**src/rtl/ps2_pkg.sv**
```systemverilog
// ps2_pkg
// Shared constants and state encodings for the PS/2 scan-code encoder.
//   PS2_BREAK   : set-2 release prefix byte
//   PS2_EXT     : set-2 extended-key prefix byte
//   PS2_RESEND  : host command asking the device to repeat its last byte
//   ACK_TIMEOUT : cycles the TX FSM waits for the controller to go busy
//   tx_state_t  : one-hot TX FSM states
//   enc_state_t : encoder byte-sequencer states
package ps2_pkg;

    localparam logic [7:0] PS2_BREAK  = 8'hF0;
    localparam logic [7:0] PS2_EXT    = 8'hE0;
    localparam logic [7:0] PS2_RESEND = 8'hFE;
    localparam int         ACK_TIMEOUT = 4;

    typedef enum logic [4:0] {
        TX_IDLE      = 5'b00001,
        TX_ISSUE     = 5'b00010,
        TX_WAIT_ACK  = 5'b00100,
        TX_WAIT_DONE = 5'b01000,
        TX_CHECK     = 5'b10000
    } tx_state_t;

    typedef enum logic [1:0] {
        ENC_IDLE,
        ENC_EXT,
        ENC_BRK,
        ENC_CODE
    } enc_state_t;

endpackage

```
**src/rtl/ps2_byte_fifo.sv**
```systemverilog
// ps2_byte_fifo
// Single-clock byte FIFO. Pointers carry one extra wrap bit so that full and
// empty are told apart without a separate occupancy counter.
// Ports:
//   clock_quarter, reset : clock and synchronous active-high reset
//   push, din            : write din when not full
//   pop                  : drop the head byte when not empty
//   dout                 : current head byte (combinational read)
//   empty, full          : occupancy flags
//   free_cnt             : number of free slots (0..DEPTH)
module ps2_byte_fifo #(
    parameter int DEPTH = 16
) (
    input  logic                     clock_quarter,
    input  logic                     reset,
    input  logic                     push,
    input  logic                     pop,
    input  logic [7:0]               din,
    output logic [7:0]               dout,
    output logic                     empty,
    output logic                     full,
    output logic [$clog2(DEPTH):0]   free_cnt
);

    localparam int AW = $clog2(DEPTH);
    localparam logic [AW:0] DEPTH_W = DEPTH[AW:0];

    logic [7:0]  mem [DEPTH];
    logic [AW:0] wr_ptr;
    logic [AW:0] rd_ptr;
    logic [AW:0] used;
    logic        do_push;
    logic        do_pop;

    assign empty    = (wr_ptr == rd_ptr);
    assign full     = (wr_ptr[AW] != rd_ptr[AW]) && (wr_ptr[AW-1:0] == rd_ptr[AW-1:0]);
    assign used     = wr_ptr - rd_ptr;
    assign free_cnt = DEPTH_W - used;
    assign do_push  = push && !full;
    assign do_pop   = pop && !empty;
    assign dout     = mem[rd_ptr[AW-1:0]];

    // Pointer update; a simultaneous push and pop leaves occupancy unchanged.
    always_ff @(posedge clock_quarter) begin
        if (reset) begin
            wr_ptr <= '0;
            rd_ptr <= '0;
        end else begin
            if (do_push) wr_ptr <= wr_ptr + 1'b1;
            if (do_pop)  rd_ptr <= rd_ptr + 1'b1;
        end
    end

    // Storage needs no reset: empty gates every read of stale contents.
    always_ff @(posedge clock_quarter) begin
        if (do_push) mem[wr_ptr[AW-1:0]] <= din;
    end

endmodule

```
**src/rtl/ps2_scan_encoder.sv**
```systemverilog
// ps2_scan_encoder
// Turns key make/break events into PS/2 set-2 byte sequences, queues them in
// a byte FIFO and hands them one at a time to the PS/2 bus controller,
// retrying failed bytes and re-issuing bytes pre-empted by host traffic.
// Optional feature macro: PS2_RESEND_EN adds host_resend, which repeats the
// last successfully sent byte ahead of the FIFO contents.
// Ports:
//   clock_quarter, reset          : clock, synchronous active-high reset
//   key_valid/key_code/key_ext/key_break : key event, key_ready = accepted
//   bus_tx_ready/bus_tx_faild/bus_rx_complete : controller status
//   bus_enable, bus_tx_data       : one-cycle send request and its byte
//   drop                          : pulse, byte given up after MAX_RETRY
//   overflow                      : sticky, event arrived while not ready
//   busy                          : FIFO non-empty or transfer in flight
//   host_resend (PS2_RESEND_EN)   : pulse when host sent 0xFE
module ps2_scan_encoder
    import ps2_pkg::*;
#(
    parameter int FIFO_DEPTH = 16,
    parameter int MAX_RETRY  = 3
) (
    input  logic       clock_quarter,
    input  logic       reset,
    input  logic       key_valid,
    input  logic [7:0] key_code,
    input  logic       key_ext,
    input  logic       key_break,
    output logic       key_ready,
    input  logic       bus_tx_ready,
    input  logic       bus_tx_faild,
    input  logic       bus_rx_complete,
`ifdef PS2_RESEND_EN
    input  logic       host_resend,
`endif
    output logic       bus_enable,
    output logic [7:0] bus_tx_data,
    output logic       drop,
    output logic       overflow,
    output logic       busy
);

    localparam int CW = $clog2(FIFO_DEPTH) + 1;
    localparam logic [CW-1:0] MIN_FREE = 3;
    localparam logic [2:0] MAX_RETRY_W = MAX_RETRY[2:0];
    localparam logic [1:0] ACK_LAST = 2'(ACK_TIMEOUT - 1);

    enc_state_t    enc_state;
    enc_state_t    enc_next;
    logic [7:0]    code_q;
    logic          break_q;
    logic          accept;

    logic          fifo_push;
    logic          fifo_pop;
    logic [7:0]    fifo_din;
    logic [7:0]    fifo_dout;
    logic          fifo_empty;
    logic          fifo_full;
    logic [CW-1:0] free_cnt;

    tx_state_t     tx_state;
    tx_state_t     tx_next;
    logic [7:0]    data_next;
    logic [2:0]    retry_cnt;
    logic [2:0]    retry_next;
    logic [1:0]    wait_cnt;
    logic [1:0]    wait_next;
    logic          host_seen;
    logic          seen_next;
    logic          drop_next;

    logic          resend_req;
    logic          resend_active;
    logic [7:0]    resend_byte;

    ps2_byte_fifo #(
        .DEPTH (FIFO_DEPTH)
    ) u_fifo (
        .clock_quarter (clock_quarter),
        .reset         (reset),
        .push          (fifo_push),
        .pop           (fifo_pop),
        .din           (fifo_din),
        .dout          (fifo_dout),
        .empty         (fifo_empty),
        .full          (fifo_full),
        .free_cnt      (free_cnt)
    );

    // Three free slots guarantee the longest sequence (E0 F0 code) fits.
    assign key_ready = (enc_state == ENC_IDLE) && (free_cnt >= MIN_FREE) && !fifo_full;
    assign accept    = key_valid && key_ready;

    // Encoder registers: latch the event fields on acceptance and record
    // any event that arrives while the encoder cannot take it.
    always_ff @(posedge clock_quarter) begin
        if (reset) begin
            enc_state <= ENC_IDLE;
            code_q    <= '0;
            break_q   <= 1'b0;
            overflow  <= 1'b0;
        end else begin
            enc_state <= enc_next;
            if (accept) begin
                code_q  <= key_code;
                break_q <= key_break;
            end
            if (key_valid && !key_ready) overflow <= 1'b1;
        end
    end

    // Encoder sequencer: one byte pushed per cycle, prefixes first.
    always_comb begin
        enc_next  = enc_state;
        fifo_push = 1'b0;
        fifo_din  = code_q;
        unique case (enc_state)
            ENC_IDLE: begin
                if (accept) begin
                    if (key_ext)        enc_next = ENC_EXT;
                    else if (key_break) enc_next = ENC_BRK;
                    else                enc_next = ENC_CODE;
                end
            end
            ENC_EXT: begin
                fifo_push = 1'b1;
                fifo_din  = PS2_EXT;
                enc_next  = break_q ? ENC_BRK : ENC_CODE;
            end
            ENC_BRK: begin
                fifo_push = 1'b1;
                fifo_din  = PS2_BREAK;
                enc_next  = ENC_CODE;
            end
            ENC_CODE: begin
                fifo_push = 1'b1;
                fifo_din  = code_q;
                enc_next  = ENC_IDLE;
            end
            default: enc_next = ENC_IDLE;
        endcase
    end

    // TX state and datapath registers. bus_tx_data holds the byte in flight
    // from ISSUE to CHECK so retries and re-issues resend the same value.
    always_ff @(posedge clock_quarter) begin
        if (reset) begin
            tx_state    <= TX_IDLE;
            bus_tx_data <= '0;
            retry_cnt   <= '0;
            wait_cnt    <= '0;
            host_seen   <= 1'b0;
            drop        <= 1'b0;
        end else begin
            tx_state    <= tx_next;
            bus_tx_data <= data_next;
            retry_cnt   <= retry_next;
            wait_cnt    <= wait_next;
            host_seen   <= seen_next;
            drop        <= drop_next;
        end
    end

    // TX next-state logic. A host read during WAIT_DONE means the controller
    // never sent our byte, so it goes straight back to ISSUE without
    // touching the retry count. A pending resend overrides the FIFO head and
    // never pops the FIFO.
    always_comb begin
        tx_next    = tx_state;
        data_next  = bus_tx_data;
        retry_next = retry_cnt;
        wait_next  = wait_cnt;
        seen_next  = host_seen;
        drop_next  = 1'b0;
        fifo_pop   = 1'b0;
        unique case (tx_state)
            TX_IDLE: begin
                if (bus_tx_ready) begin
                    if (resend_req) begin
                        tx_next   = TX_ISSUE;
                        data_next = resend_byte;
                    end else if (!fifo_empty) begin
                        tx_next   = TX_ISSUE;
                        data_next = fifo_dout;
                    end
                end
            end
            TX_ISSUE: begin
                tx_next   = TX_WAIT_ACK;
                wait_next = '0;
            end
            TX_WAIT_ACK: begin
                if (!bus_tx_ready) begin
                    tx_next   = TX_WAIT_DONE;
                    seen_next = 1'b0;
                end else if (wait_cnt == ACK_LAST) begin
                    tx_next = TX_ISSUE;
                end else begin
                    wait_next = wait_cnt + 2'd1;
                end
            end
            TX_WAIT_DONE: begin
                if (bus_tx_ready) begin
                    tx_next   = (host_seen || bus_rx_complete) ? TX_ISSUE : TX_CHECK;
                    seen_next = 1'b0;
                end else if (bus_rx_complete) begin
                    seen_next = 1'b1;
                end
            end
            TX_CHECK: begin
                if (!bus_tx_faild) begin
                    fifo_pop   = !resend_active;
                    retry_next = '0;
                    tx_next    = TX_IDLE;
                end else if (retry_cnt < MAX_RETRY_W) begin
                    retry_next = retry_cnt + 3'd1;
                    tx_next    = TX_ISSUE;
                end else begin
                    fifo_pop   = !resend_active;
                    drop_next  = 1'b1;
                    retry_next = '0;
                    tx_next    = TX_IDLE;
                end
            end
            default: tx_next = TX_IDLE;
        endcase
    end

`ifdef PS2_RESEND_EN
    logic       resend_pend;
    logic [7:0] last_tx;
    logic       xfer_end;
    logic       xfer_ok;
    logic       resend_start;

    assign xfer_end     = (tx_state == TX_CHECK) && (tx_next == TX_IDLE);
    assign xfer_ok      = xfer_end && !bus_tx_faild;
    assign resend_start = (tx_state == TX_IDLE) && (tx_next == TX_ISSUE) && resend_req;
    assign resend_req   = resend_pend;
    assign resend_byte  = last_tx;

    // Resend bookkeeping: a host request stays pending until the repeated
    // byte finishes; a request arriving mid-transfer simply waits for IDLE.
    always_ff @(posedge clock_quarter) begin
        if (reset) begin
            resend_pend   <= 1'b0;
            resend_active <= 1'b0;
            last_tx       <= '0;
        end else begin
            if (xfer_ok) last_tx <= bus_tx_data;
            if (resend_start)  resend_active <= 1'b1;
            else if (xfer_end) resend_active <= 1'b0;
            if (host_resend)                   resend_pend <= 1'b1;
            else if (resend_active && xfer_end) resend_pend <= 1'b0;
        end
    end
`else
    assign resend_req    = 1'b0;
    assign resend_active = 1'b0;
    assign resend_byte   = 8'h00;
`endif

    assign bus_enable = (tx_state == TX_ISSUE);
    assign busy       = !fifo_empty || (tx_state != TX_IDLE);

endmodule

```
**config.mk**
```make
export PLATFORM = sky130hd
export DESIGN_NAME = ps2_scan_encoder
export DESIGN_NICKNAME = d
export VERILOG_FILES = /design/src/rtl/ps2_pkg.sv /design/src/rtl/ps2_byte_fifo.sv /design/src/rtl/ps2_scan_encoder.sv
export SDC_FILE = /design/constraint.sdc
export NUM_CORES = 1
export LEC_CHECK = 0
export BUFFER_PORTS_ARGS = -buffer_cell sky130_fd_sc_hd__buf_4
export CAP_MARGIN = 20
export CORE_MARGIN = 5
export CORE_UTILIZATION = 45
export CTS_CLUSTER_DIAMETER = 80
export DETAILED_ROUTE_END_ITERATION = 7
export PLACE_DENSITY = 0.58
export SLEW_MARGIN = 30
export SYNTH_ARGS = -nofsm -noshare
export SYNTH_HDL_FRONTEND = slang
export SYNTH_SLANG_ARGS = --single-unit
```
**constraint.sdc**
```tcl
create_clock -name clock_quarter -period 7.9 [get_ports clock_quarter]
set_input_delay 0.79 -clock clock_quarter [delete_from_list [all_inputs] [get_ports clock_quarter]]
set_output_delay 0.79 -clock clock_quarter [all_outputs]
set_load 0.02 [all_outputs]
```
==> flow_metrics.tcl, run 1 <==
set metrics [dict create \
    synth_seq_cells 170 \
    htree_levels 4 \
    grt_setup_unrepaired "false" \
    synth.distinct_cells 55 \
    cts_buffers 17 \
    layout_min_cycle_time_ns 4.072 \
    dr.pass1.iters 4 \
    wl_per_cell_um 19.85 \
    num_rows 46 \
    status "finished clean" \
    crit_start "u_fifo.rd_ptr[1]$_SDFFE_PP0P_" \
    synthesis.nets 493 \
    grt_pass1_vias 3854 \
    syn_area_um2 7252 \
    die_h_um 136.9 \
    hp-start "host_seen$_SDFFE_PP0P_" \
    cts_setup_buffers 0 \
    setup_viol 0 \
    power_frac_comb 0.234 \
    intPower_mw 1.832 \
    overflow 0 \
    ys_warn_count 0 \
    drc 0 \
    n_fill_cell 1311 \
    async_flop_share 0 \
    synthFlopType "edfxtp_1" \
    max_slew_margin 0.4104 \
    drive_gt1_frac 0.2008 \
    reg2reg_from "u_fifo.rd_ptr[2]$_SDFFE_PP0P_" \
    ir_drop_uv 193.5 \
    die_w_um 136.9 \
    hold_viol 0 \
    vias_per_cell 5.370 \
    dp_hpwl_um 9330 \
    leakage_nw 2.759 \
    start_kind "flip-flop" \
    cp_data_arrival_time_ns 3.28 \
    clkSinkCount 170 \
    gr-usage-all-layers 0.1617 \
    rr_worst_depth 5 \
    dr_total_vias 3861 \
    p_clk_frac 0.312 \
    syn_area_per_cell_um2 15.83 \
    gp_congestion 0.8189 \
    clockRootBuffer "clkbuf_16" \
    syn_to_final_growth_pct 13.44 \
    cts_tree "yes" \
    fin_setup_tns_ns 0 \
    grt_pass1_wl_um 22040 \
    place_ws_ns 4.223 \
    drtAntennaViolNets 0 \
    cts_hold_buf 0 \
    fin_ws_ns 3.828 \
    clkSlewWorstSetupHoldPaths_ns 0.06 \
    required_ns 7.11 \
    post-route-period-util 0.5154 \
    final_cell_mix "edfxtp_1 (128), dfxtp_1 (41), nor2_1 (34), buf_4 (34), mux4_2 (21)" \
    grt_max_degree 38 \
    fmax_mhz 245.6 \
    dieArea_um2 18750 \
    worst-path-max-fanout 36 \
    slew_viol_final 0 \
    worst_slew_pin_slew_ns 0.8803 \
    num-nets-final 525 \
    port-buffer-count 28 \
    postCtsResizedCells 0 \
    seq_area_frac_synth 0.6460 \
    synth-edff-count 128 \
    p_sw_mw 0.7799 \
    crit_type "flip-flop to primary output" \
    clkLatencyLatePin_ns 0.42 \
    maxCapViolCount 0 \
    core_area_um2 15830 \
    critPathCaptureType "primary output" \
    finalClockSkew_ns 0.006134 \
    min_path_cells 1 \
    power_frac_seq 0.454 \
    io_pins 29 \
    syn_inst 458 \
    powerDensity_nw_per_um2 317.5 \
    cts_buffer_depth 2 \
    drt_iter0_drc 282 \
    start_util 0.4582 \
    antenna_found_initial 0 \
    hp-class "flip-flop to flip-flop" \
    antennaDiodeCount 0 \
    wl_um 14270 \
    final_common_cell "edfxtp_1" \
    p_sw_frac 0.2985 \
]
==> sequential cells by signal (all words and copies together) (netlist names), 3 cells and up <==
| signal | cells |
|---|---|
| bus_tx_data | 8 |
| retry_cnt | 3 |
| tx_state | 5 |
| u_fifo.rd_ptr | 5 |
| code_q | 8 |
| u_fifo.mem | 128 |
| u_fifo.wr_ptr | 5 |
==> worst paths after layout <==
kind                                                   end  slack (ns)
worst max-delay path                             key_ready        3.83
worst min-delay path              tx_state[4]$_SDFFE_PP0P_        0.44
worst max register to register  u_fifo.mem[7][0]$_DFFE_PP_        4.80
worst min register to register    tx_state[4]$_SDFFE_PP0P_        0.44
==> per-stage QoR <==
stage | hold slack, ns | instance area, um^2 | power (mW) | std cells | utilization
finish | 0.4407 | 8227 | 2.612 | 719 | 0.5198
global route | 0.4683 | 8227 | 2.744 | 719 | 0.5198
CTS | 0.4378 | 8227 | 2.638 | 719 | 0.5198
detailed placement | 0.4263 | 7641 | 1.822 | 687 | 0.4828
global placement | 0.4270 | 7626 | 1.802 | 687 | 0.4818
floorplan | 0.4069 | 7252 | 1.602 | 458 | -
==> cells in the mapped netlist, drive strengths merged (3+ instances only) <==
cell type  number  share of area
a211oi          3         0.0031
a21oi          21          0.016
a31oi           3         0.0026
and2            3         0.0026
and3            3         0.0026
buf            15          0.018
clkbuf          6         0.0033
clkinv          8         0.0041
dfxtp          42           0.12
edfxtp        128           0.53
ha             18          0.031
inv            12         0.0062
mux4           40           0.13
nand2          19         0.0098
nand3          15          0.010
nor2           34          0.018
nor2b           8         0.0069
nor3            8         0.0055
o21ai          16          0.013
o2bb2ai         8         0.0097
or2             4         0.0035
or3             4         0.0035
xnor2           5         0.0060
xor2            5         0.0060
==> power by group through the flow <==
stage / Combinational, mW / Clock (mW) / Sequential, mW
after floorplan: 0.395 / 0 / 1.21
after global routing: 0.677 / 0.873 / 1.19
final: 0.610 / 0.816 / 1.19
after global placement: 0.600 / 0 / 1.20
after detailed placement: 0.617 / 0 / 1.20
after CTS: 0.621 / 0.832 / 1.19
==> metal layers <==
metal  share of wire  up-vias  GRT usage  wire (um)
met5               0        -          0          0
met4           0.011        0    0.04989        157
met3           0.034       13    0.03676        487
met2            0.46       72     0.2398       6523
met1            0.50     1931     0.2386       7099
li1                -     1845          -          -
==> critical path, cell delays in order, from the launching register on <==
cell,delay (ns)
dfxtp_1,0.30
buf_4,0.44
ha_1,0.34
ha_1,0.23
fa_1,0.38
xor2_1,0.17
nor3_1,0.37
o21a_1,0.38
nor2_1,0.09
buf_4,0.17
==> logic make-up (layout without fill, tap and decap cells) <==
group                      Yosys count  in the layout  share of synthesized area
xor gates and xnor gates            11             11                    0.01518
and+or+nand+nor                    112            112                    0.07695
adders and majority gates           19             19                    0.03382
AOI/OAI and AO/OA                   62             62                    0.05832
DFF                                170            170                     0.6460
buffers and inverters               41             86                    0.03140
muxes                               43             43                     0.1384
==> final cells by class <==
| type | count | area (um^2) | share of cell area |
|---|---|---|---|
| timing repair buffer | 34 | 255.2 | 0.03103 |
| tap | 216 | 270.3 | 0.03285 |
| clock buffer | 18 | 439.2 | 0.05338 |
| multi-input combinational | 247 | 2355 | 0.2862 |
| clock inverter | 14 | 146.4 | 0.01779 |
| inverter | 20 | 75.07 | 0.009125 |
| sequential | 170 | 4686 | 0.5696 |
No activity file was read; power rests on OpenSTA's default activity.
==> run 2: changes to the inputs <==
- clock period: 7.9 -> 4.3 ns (I/O delays scaled with it)
==> flow_metrics.tcl, run 2 (synthesized netlist as in run 1, its figures left out) <==
set metrics [dict create \
    status "finished clean" \
    gp_congestion 0.7826 \
    cp_data_arrival_time_ns 2.99 \
    clkSinkCount 170 \
    grt_pass1_wl_um 21220 \
    clockRootBuffer "clkbuf_16" \
    largest_register_ffs 128 \
    cts_hold_buf 0 \
    maxCapViolCount 0 \
    cts_buffer_depth 2 \
    drive_gt1_frac 0.1925 \
    htree_levels 4 \
    start_util 0.4582 \
    clkLatencyLatePin_ns 0.42 \
    p_sw_mw 1.362 \
    slew_viol_final 0 \
    leakage_nw 2.763 \
    num_rows 46 \
    hold_viol 0 \
    ir_drop_uv 305.8 \
    fin_setup_tns_ns 0 \
    cts_buffers 17 \
    layout_min_cycle_time_ns 3.416 \
    worst-path-max-fanout 11 \
    crit_type "flip-flop to primary output" \
    fmax_mhz 292.7 \
    hp-class "primary input to flip-flop" \
    num-nets-final 526 \
    drtAntennaViolNets 0 \
    io_pins 29 \
    antenna_found_initial 0 \
    required_ns 3.87 \
    worst_slew_pin_slew_ns 0.7982 \
    holdWs_ns 0.1976 \
    die_h_um 136.9 \
    drt_iter0_drc 217 \
    dr.pass1.iters 4 \
    die_w_um 136.9 \
    power_frac_comb 0.227 \
    finalClockSkew_ns 0.004978 \
    critPathCaptureType "primary output" \
    max_slew_margin 0.4654 \
    cts_tree "yes" \
    start_kind "flip-flop" \
    grt_pass1_vias 3840 \
    p_sw_frac 0.2859 \
    p_clk_frac 0.316 \
    post-route-period-util 0.7945 \
    gr-usage-all-layers 0.1538 \
    drc 0 \
    setup_viol 0 \
    dp_hpwl_um 9200 \
    overflow 0 \
    powerDensity_nw_per_um2 579.0 \
    final_common_cell "edfxtp_1" \
    clkSlewWorstSetupHoldPaths_ns 0.06 \
    intPower_mw 3.402 \
    grt_setup_unrepaired "false" \
    power_frac_seq 0.457 \
    wl_per_cell_um 18.37 \
    postCtsResizedCells 0 \
    core_area_um2 15830 \
    dieArea_um2 18750 \
    grt_max_degree 38 \
    vias_per_cell 5.285 \
    cts_setup_buffers 0 \
    antennaDiodeCount 0 \
    dr_total_vias 3805 \
    port-buffer-count 28 \
    final_cell_mix "edfxtp_1 (128), dfxtp_1 (41), buf_4 (35), nor2_1 (34), mux4_2 (21)" \
    wl_um 13220 \
    syn_to_final_growth_pct 13.44 \
]
## run 2: layer usage
| layer | share of wire | vias up | global-route usage |
|---|---|---|---|
| li1 | - | 1857 | - |
| met1 | 0.48 | 1858 | 0.2193 |
| met2 | 0.46 | 73 | 0.2270 |
| met3 | 0.046 | 17 | 0.03971 |
| met4 | 0.016 | 0 | 0.05987 |
| met5 | 0 | - | 0 |
## run 2: layout make-up
class	count	area (um^2)
sequential	170	4686
clock buffer	19	432.9
tap	216	270.3
inverter	20	75.07
clock inverter	13	150.1
timing repair buffer	35	262.8
fill	1285	7601
multi-input combinational	247	2350
## run 2: metrics by stage
stage	utilization	cell area [um^2]	power (mW)	setup slack, ns	cells
global route	0.5198	8227	5.026	0.6686	720
floorplan	-	7252	2.943	1.519	458
detailed placement	0.4825	7636	3.304	1.320	688
global placement	0.4823	7634	3.269	1.375	688
CTS	0.5193	8219	4.814	0.8464	720
finish	0.5198	8227	4.763	0.8837	720
## run 2: critical path, stage by stage (launching register included)
cell     delay (ns)
dfxtp_1        0.45
inv_1          0.13
ha_1           0.36
fa_1           0.45
xor2_1         0.18
nor3_1         0.38
o21a_1         0.37
nor2_1         0.09
buf_4          0.16
## run 2: worst paths after layout
| path | from | to | slack [ns] | cells after the start |
|---|---|---|---|---|
| max | u_fifo.wr_ptr[2]$_SDFFE_PP0P_ | key_ready | 0.88 | 8 |
| min | bus_rx_complete | tx_state[4]$_SDFFE_PP0P_ | 0.20 | 2 |
| max reg2reg | u_fifo.rd_ptr[3]$_SDFFE_PP0P_ | u_fifo.mem[7][0]$_DFFE_PP_ | 1.51 | 5 |
| min reg2reg | overflow$_SDFFE_PP0P_ | overflow$_SDFFE_PP0P_ | 0.45 | 2 |
## run 2: power groups by stage
stage	registers (mW)	clock network (mW)	logic, mW
5_1_grt	2.19	1.61	1.22
3_5_place_dp	2.21	0	1.09
3_3_place_gp	2.21	0	1.06
6_report	2.18	1.51	1.08
2_1_floorplan	2.22	0	0.725
4_1_cts	2.18	1.54	1.10
